## config.mk

```make
export PLATFORM = sky130hd
export DESIGN_NAME = matmul_seq_scheduler
export DESIGN_NICKNAME = d
export VERILOG_FILES = /design/src/rtl/matmul_seq_scheduler.sv
export SDC_FILE = /design/constraint.sdc
export NUM_CORES = 1
export LEC_CHECK = 0
export BUFFER_PORTS_ARGS = -buffer_cell sky130_fd_sc_hd__buf_2
export CAP_MARGIN = 25
export CORE_MARGIN = 8
export CORE_UTILIZATION = 40
export DETAILED_ROUTE_END_ITERATION = 8
export GPL_ROUTABILITY_DRIVEN = 0
export PLACE_DENSITY_LB_ADDON = 0.1
export SYNTH_ARGS = -nofsm -noshare
export SYNTH_HDL_FRONTEND = slang
export SYNTH_SLANG_ARGS = --single-unit
```

## constraint.sdc

```tcl
create_clock -name clk -period 22.6 [get_ports clk]
set_clock_uncertainty 0.2 [all_clocks]
set_input_delay 5.65 -clock clk [delete_from_list [all_inputs] [get_ports clk]]
set_output_delay 5.65 -clock clk [all_outputs]
set_load 0.005 [all_outputs]
```

## src/rtl/matmul_seq_scheduler.sv

```systemverilog
// matmul_seq_scheduler: sequences an L x M by M x N matrix product through a
// shared external dot-product unit of latency LAT, one output element per clock.
// Ports:
//   clk, rst       clock, asynchronous active-high reset
//   start          request a new multiplication (honoured in IDLE and DONE only)
//   A, B_T         operand matrices, row-major (B transposed), latched on accept
//   dot_res        scalar returned by the dot unit
//   vec_a, vec_b   operand rows presented to the dot unit (0 outside ISSUE)
//   busy, done     busy in ISSUE/DRAIN, one-cycle done pulse
//   result         row-major L x N result matrix
module matmul_seq_scheduler #(
    parameter int unsigned L   = 2,
    parameter int unsigned M   = 2,
    parameter int unsigned N   = 2,
    parameter int unsigned LAT = 1
) (
    input  logic                  clk,
    input  logic                  rst,
    input  logic                  start,
    input  logic [32*L*M-1:0]     A,
    input  logic [32*N*M-1:0]     B_T,
    input  logic [31:0]           dot_res,
    output logic [32*M-1:0]       vec_a,
    output logic [32*M-1:0]       vec_b,
    output logic                  busy,
    output logic                  done,
    output logic [32*L*N-1:0]     result
);

    localparam int unsigned DW    = 32;
    localparam int unsigned ROW_W = DW * M;
    localparam int unsigned P     = L * N;
    localparam int unsigned I_W   = (L > 1) ? $clog2(L) : 1;
    localparam int unsigned J_W   = (N > 1) ? $clog2(N) : 1;
    localparam int unsigned IDX_W = (P > 1) ? $clog2(P) : 1;

    typedef enum logic [1:0] {S_IDLE, S_ISSUE, S_DRAIN, S_DONE} state_t;

    typedef struct packed {
        logic             valid;
        logic [IDX_W-1:0] idx;
    } pipe_entry_t;

    state_t             state_q, state_d;
    logic [I_W-1:0]     i_q, i_d;
    logic [J_W-1:0]     j_q, j_d;
    logic [ROW_W-1:0]   a_rows [L];
    logic [ROW_W-1:0]   b_rows [N];
    logic [DW-1:0]      res_q  [P];
    logic               load;
    logic [ROW_W-1:0]   vec_a_d, vec_b_d;
    pipe_entry_t        push;
    pipe_entry_t        head;
    logic               last_pair;

    assign last_pair = (i_q == I_W'(L - 1)) && (j_q == J_W'(N - 1));

    // Next-state, index sequencing and next values of the registered outputs
    always_comb begin
        state_d = state_q;
        i_d     = i_q;
        j_d     = j_q;
        load    = 1'b0;
        push    = '0;
        vec_a_d = '0;
        vec_b_d = '0;
        case (state_q)
            S_IDLE, S_DONE: begin
                if (start) begin
                    load    = 1'b1;
                    i_d     = '0;
                    j_d     = '0;
                    state_d = S_ISSUE;
                end else begin
                    state_d = S_IDLE;
                end
            end
            S_ISSUE: begin
                push.valid = 1'b1;
                push.idx   = IDX_W'(N * i_q + j_q);
                if (last_pair) begin
                    i_d     = '0;
                    j_d     = '0;
                    state_d = (LAT > 1) ? S_DRAIN : S_DONE;
                end else if (j_q == J_W'(N - 1)) begin
                    j_d = '0;
                    i_d = i_q + I_W'(1);
                end else begin
                    j_d = j_q + J_W'(1);
                end
            end
            S_DRAIN: begin
                if (head.valid && head.idx == IDX_W'(P - 1))
                    state_d = S_DONE;
            end
            default: state_d = S_IDLE;
        endcase
        // Operand rows are registered one cycle ahead; on accept use the live inputs.
        if (state_d == S_ISSUE) begin
            if (load) begin
                vec_a_d = A[ROW_W-1:0];
                vec_b_d = B_T[ROW_W-1:0];
            end else begin
                vec_a_d = a_rows[i_d];
                vec_b_d = b_rows[j_d];
            end
        end
    end

    // Index pipeline: an entry pushed in cycle c is at the head in cycle c+LAT-1
    generate
        if (LAT == 1) begin : g_pipe_comb
            assign head = push;
        end else begin : g_pipe_reg
            pipe_entry_t pipe_q [LAT-1];
            always_ff @(posedge clk or posedge rst) begin
                if (rst) begin
                    for (int k = 0; k < int'(LAT) - 1; k++) pipe_q[k] <= '0;
                end else begin
                    pipe_q[0] <= push;
                    for (int k = 1; k < int'(LAT) - 1; k++) pipe_q[k] <= pipe_q[k-1];
                end
            end
            assign head = pipe_q[LAT-2];
        end
    endgenerate

    // State, counters, operand copies, outputs and result storage
    always_ff @(posedge clk or posedge rst) begin
        if (rst) begin
            state_q <= S_IDLE;
            i_q     <= '0;
            j_q     <= '0;
            vec_a   <= '0;
            vec_b   <= '0;
            busy    <= 1'b0;
            done    <= 1'b0;
            for (int r = 0; r < int'(L); r++) a_rows[r] <= '0;
            for (int r = 0; r < int'(N); r++) b_rows[r] <= '0;
            for (int e = 0; e < int'(P); e++) res_q[e] <= '0;
        end else begin
            state_q <= state_d;
            i_q     <= i_d;
            j_q     <= j_d;
            vec_a   <= vec_a_d;
            vec_b   <= vec_b_d;
            busy    <= (state_d == S_ISSUE) || (state_d == S_DRAIN);
            done    <= (state_d == S_DONE);
            if (load) begin
                for (int r = 0; r < int'(L); r++) a_rows[r] <= A[r*ROW_W +: ROW_W];
                for (int r = 0; r < int'(N); r++) b_rows[r] <= B_T[r*ROW_W +: ROW_W];
            end
            if (head.valid)
                res_q[head.idx] <= dot_res;
        end
    end

    // Flatten result storage onto the row-major output bus
    generate
        for (genvar e = 0; e < int'(P); e++) begin : g_result
            assign result[DW*e +: DW] = res_q[e];
        end
    endgenerate

endmodule

```

==> run_results.csv, run 1 <==
group,metric,value,unit
synthesis,yosysSeqAreaShare,62.3,%
clock_tree,cts_made_buffers,56,
floorplan,rows,83,
routing,num_vias,16900,
grt,grt_antenna_before_repair,19,
critical_path,cp-end-kind,"flip-flop",
grt,grt_pass1_wl,104,mm
routing,wire_per_inst,20.4,µm
layout,final_cells,3322,
layout,nFillCells,4928,
sta,post-route-period-util,34.9,%
power_and_ir_drop,power.total,3.96,mW
clock_tree,post_cts_resized,0,
grt,grt_use_total,21.9,%
sta,fin_hold_ws,267,ps
critical_path,crit_arrival,8210,ps
synthesis,syn_area,20800,µm²
grt,grt_max_degree,214,
outcome,outcome,"completed",
critical_path,worstPathRequired,22910,ps
clock_tree,clk_latency,600,ps
clock_tree,post_cts_buffers,0,
placed_design,dp.cells,3208,
clock_tree,cts_root_buffer,"clkbuf_16",
layout,mostFrequentLayoutCell,"nand2_1",
synthesis,netlist_instances,2112,
clock_tree,cts_tree,"done",
placed_design,place_area,24100,µm²
sta,worst_pin_slew,1110,ps
clock_tree,cts.sinks,518,
floorplan,coreArea,51400,µm²
sta,slew_headroom,25.8,%
grt,grt_pass1_vias,17100,
critical_path,rr_worst_depth,8,
sta,period_minus_slack,7900,ps
grt,grt_remaining_overflow,0,
layout,area_growth,25.1,%
layout,regArea,13000,µm²
critical_path,crit_fanout,84,
floorplan,die_w,244,µm
hold_path,worstHoldPathCells,2,
routing,drt_pass1_iterations,5,
sta,finalHoldViolations,0,
sta,drv_slew,0,
clock_tree,htreeDepth,2,
clock_tree,holdBufCountCts,0,
floorplan,initial_utilization,40.5,%
critical_path,critical_path_class,"primary input to flip-flop",
run,maxCapViolCount,0,
power_and_ir_drop,vdd_drop_max,0.135,mV
layout,final_nets,2886,
synthesis,yosysWarnings,0,
layout,finish.instance_area,26000,µm²
critical_path,cp-start-kind,"primary input",
floorplan,die_h,244,µm
synthesis,ys_types,29,
routing,drc,0,
floorplan,io_pins,549,
layout,final_cell_mix,"nand2_1, buf_2, dfrtp_1, o21ai_0, a21oi_1",
hold_path,hold_class,"flip-flop to flip-flop",
power_and_ir_drop,p_leak,13.5,nW
sta,tns,0,ps
routing,drt_wl_total,67.8,mm
routing,drt_iter0_markers,1196,
sta,fmax,127,MHz
routing,via_per_inst,5.10,
sta,setup_viol,0,
layout,multiInputGateArea,7270,µm²
layout,drive_gt1_share,30.5,%
synthesis,ys_ff_latch,518,
placed_design,dp_hpwl,44.9,mm
clock_tree,clk_pin_slew,60,ps
power_and_ir_drop,power.density,152,nW/µm²
sta,rsz0062_at_grt,"no",
synthesis,syn-num-nets,2409,
routing,ant_nets,0,
placed_design,port_buffers,548,
floorplan,die_area,59600,µm²
synthesis,syn_avg_cell_area,9.86,µm²
clock_tree,cts_buffer_depth,3,
## cell usage after synthesis
library cell | count | area [µm²]
buf_1 | 24 | 90.1
buf_6 | 3 | 33.8
a21oi_1 | 192 | 961
nand2_1 | 834 | 3130
o21a_1 | 1 | 7.51
inv_2 | 1 | 3.75
o22ai_1 | 1 | 6.26
o21ai_1 | 1 | 5.00
mux2_1 | 2 | 22.5
nor2b_1 | 1 | 6.26
nor3_2 | 1 | 10.0
nor3b_2 | 1 | 12.5
and2_1 | 1 | 6.26
nand3b_1 | 1 | 7.51
nand3_1 | 2 | 10.0
dfrtp_1 | 518 | 13000
clkbuf_1 | 94 | 353
o21ai_0 | 193 | 966
nor3b_1 | 1 | 7.51
inv_1 | 6 | 22.5
a31oi_1 | 64 | 400
nand2b_1 | 1 | 6.26
ha_1 | 6 | 75.1
mux2_2 | 96 | 1080
or3_1 | 1 | 6.26
or2_2 | 1 | 6.26
buf_2 | 31 | 155
mux2_4 | 30 | 450
nor2_1 | 4 | 15.0
## cell type report
| class | count | area share, % |
|---|---|---|
| well taps | 680 | 3.27 |
| flip-flops and latches | 518 | 49.8 |
| diodes | 9 | 0.0865 |
| clock buffers | 82 | 6.38 |
| multi-input cells | 1435 | 27.9 |
| repair buffers | 571 | 11.8 |
| clock inverters | 20 | 0.658 |
| inverters | 7 | 0.130 |
## per-stage QoR
| stage | setup slack, ps | util, % |
|---|---|---|
| floorplan | 2280 | - |
| global placement | 13780 | 46.7 |
| detailed placement | 14080 | 46.9 |
| CTS | 14720 | 50.4 |
| global route | 14440 | 50.6 |
| finish | 14700 | 50.7 |
## critical path: stages
cell     delay (ps)
buf_2           120
nand2_4         430
o21ai_0         460
ha_4            470
buf_4           330
buf_16          320
o21ai_0         170
a21oi_1         150
## cells by family (layout without fill, tap and decap cells)
family,after synthesis,count (layout),share of synthesized area [%]
AOI/OAI and AO/OA,452,452,11.3
and+or+nand+nor,849,849,15.5
DFF,518,518,62.3
other,0,9,0
muxes,128,128,7.46
adders and majority gates,6,6,0.361
buffers and inverters,159,680,3.16
## power breakdown
part           switching, mW  internal (mW)  total [mW]
registers              0.214           1.35        1.57
clock network          0.374          0.530       0.905
logic                  0.895          0.593        1.49
total                   1.48           2.48        3.96
## metal layers
layer	share of wire (%)	vias up	wire (µm)	global-route usage, %
met5	0.19	-	130	0.816
met4	2.2	20	1500	5.87
met3	7.2	106	4900	5.55
met2	47	557	32000	34.9
met1	43	8359	29200	29.6
li1	-	7899	-	-
## registers in the layout, indices dropped and copies added (netlist names)
register	count
a_rows	128
b_rows	128
result	128
vec_a	64
vec_b	64
state_q	2
busy	1
done	1
i_q	1
j_q	1
## path summary, 6_finish.rpt
kind	start	end	slack, ps
setup / recovery	start	vec_a[54]$_DFF_PP0_	14700
hold / removal	a_rows[25]$_DFFE_PP0P_	a_rows[25]$_DFFE_PP0P_	270
setup reg to reg	state_q[1]$_DFF_PP0_	vec_b[16]$_DFF_PP0_	18990
hold reg to reg	a_rows[25]$_DFFE_PP0P_	a_rows[25]$_DFFE_PP0P_	270
max in group asynchronous	rst	result[16]$_DFFE_PP0P_	15360
min in group asynchronous	rst	a_rows[46]$_DFFE_PP0P_	5050
No activity file was read; power rests on OpenSTA's default activity.
==> run 2, diff against run 1 <==
==> constraint.sdc (replaced) <==
create_clock -name clk -period 8.1 [get_ports clk]
set_clock_uncertainty 0.2 [all_clocks]
set_input_delay 2.025 -clock clk [delete_from_list [all_inputs] [get_ports clk]]
set_output_delay 2.025 -clock clk [all_outputs]
set_load 0.005 [all_outputs]
==> run 2 against run 1 <==
Compared with the run above:
- wire length decreased by 0.22%
- flip-flop and latch count unchanged
- highest routed layer unchanged
- die area unchanged
- utilization increased by 0.12 points
==> run_results.csv, run 2 (synthesized netlist as in run 1, its figures left out) <==
group,metric,value,unit
critical_path,r2r-end,"vec_b[6]$_DFF_PP0_",
hold_path,hold_end,"a_rows[30]$_DFFE_PP0P_",
floorplan,rows,83,
critical_path,rr_worst_depth,7,
power_and_ir_drop,vdd_drop_max,0.274,mV
grt,grt_pass1_vias,17200,
clock_tree,cts_buffer_depth,3,
routing,drc,0,
routing,wire_per_inst,20.3,µm
power_and_ir_drop,power.density,426,nW/µm²
critical_path,rrSetupSlack,3980,ps
layout,mostFrequentLayoutCell,"nand2_1",
clock_tree,htreeDepth,2,
sta,rsz0062_at_grt,"no",
run,maxCapViolCount,0,
sta,worst_pin_slew,1060,ps
layout,drive_gt1_share,30.6,%
grt,grt_pass1_wl,104,mm
sta,slew_headroom,29.5,%
sta,worst_slack,3410,ps
routing,drt_wl_total,67.6,mm
clock_tree,cts_root_buffer,"clkbuf_16",
routing,drt_pass1_iterations,4,
grt,grt.busiest_layer,"met2",
clock_tree,cts.sinks,518,
grt,use_met3,5.97,%
hold_path,min_from,"a_rows[30]$_DFFE_PP0P_",
critical_path,crit_arrival,5000,ps
clock_tree,cts_tree,"done",
layout,final_nets,2888,
placed_design,port_buffers,548,
clock_tree,clk_pin_slew,60,ps
sta,fmax,213,MHz
critical_path,cp-end-kind,"flip-flop",
sta,fin_hold_ws,266,ps
sta,tns,0,ps
layout,postLayoutCoreUtil,50.8,%
layout,final_cell_mix,"nand2_1, buf_2, dfrtp_1, o21ai_0, a21oi_1",
critical_path,worstPathRequired,8410,ps
clock_tree,clk_latency,600,ps
hold_path,worstHoldPathCells,2,
sta,period_minus_slack,4690,ps
grt,grt_max_degree,174,
placed_design,dp_slack,2790,ps
critical_path,crit_fanout,81,
grt,grtUsageMet1,29.4,%
clock_tree,holdBufCountCts,0,
floorplan,io_pins,549,
grt,grt_antenna_before_repair,21,
clock_tree,cts_made_buffers,56,
hold_path,hold_class,"flip-flop to flip-flop",
grt,grt_remaining_overflow,0,
critical_path,critical_path_class,"primary input to flip-flop",
layout,area_growth,25.4,%
critical_path,cp-start-kind,"primary input",
sta,finalHoldViolations,0,
routing,ant_nets,0,
floorplan,die_area,59600,µm²
sta,post-route-period-util,57.9,%
placed_design,dp_hpwl,45.3,mm
sta,setup_viol,0,
routing,num_vias,16900,
grt,grt_use_total,21.9,%
routing,via_per_inst,5.10,
critical_path,r2r_start,"state_q[1]$_DFF_PP0_",
sta,drv_slew,0,
floorplan,die_h,244,µm
grt,met2_usage,34.2,%
floorplan,die_w,244,µm
floorplan,coreArea,51400,µm²
clock_tree,post_cts_resized,0,
outcome,outcome,"completed",
clock_tree,post_cts_buffers,0,
floorplan,initial_utilization,40.5,%
routing,drt_iter0_markers,1316,
power_and_ir_drop,p_leak,13.5,nW
-- run 2: cell count changes in the layout (fill, tap and decap cells not counted), sizes merged --
cell    change
inv         -2
clkinv      +1
bufinv      +2
clkbuf      +1
buf         +2
-- run 2: routing by layer --
metal | routed length [µm] | up-vias
met1 | 29100 | 8316
li1 | - | 7918
met3 | 5080 | 129
met2 | 31200 | 565
met5 | 125 | -
met4 | 2050 | 20
-- run 2: power breakdown --
group	internal, mW	switching, mW	total, mW
sequential	3.78	0.588	4.36
combinational	1.65	2.50	4.15
clock	1.55	1.05	2.61
-- run 2: final cells by class --
cell class              instances  area (µm²)
multi-input cells            1435        7270
well taps                     680         851
clock inverters                21         216
flip-flops and latches        518       13000
inverters                       7        30.0
diodes                          9        22.5
fillers                      4833       25300
repair buffers                573        3070
clock buffers                  83        1670
-- run 2: per-stage QoR --
step | instances | instance area (µm²) | total power, mW
after floorplan | 2112 | 20800 | 6.96
after global placement | 3208 | 24100 | 8.48
after detailed placement | 3212 | 24200 | 8.60
after CTS | 3316 | 26100 | 11.3
after global routing | 3322 | 26100 | 11.9
final | 3326 | 26100 | 11.1
-- run 2: worst max path at each step --
| stage | startpoint | to | cells past startpoint |
|---|---|---|---|
| after global routing | start | vec_b[27]$_DFF_PP0_ | 7 |
| after global placement | start | vec_b[1]$_DFF_PP0_ | 7 |
| after floorplan | rst | a_rows[0]$_DFFE_PP0P_ | 1 |
| final | start | vec_b[6]$_DFF_PP0_ | 7 |
| after CTS | start | vec_a[34]$_DFF_PP0_ | 7 |
| after detailed placement | start | vec_a[34]$_DFF_PP0_ | 7 |
-- run 2: critical path, stage by stage --
cell and delay [ps]:
buf_2 120, nand2_4 430, o21ai_0 460, ha_4 680, buf_4 700, o21ai_0 240
a21oi_1 190
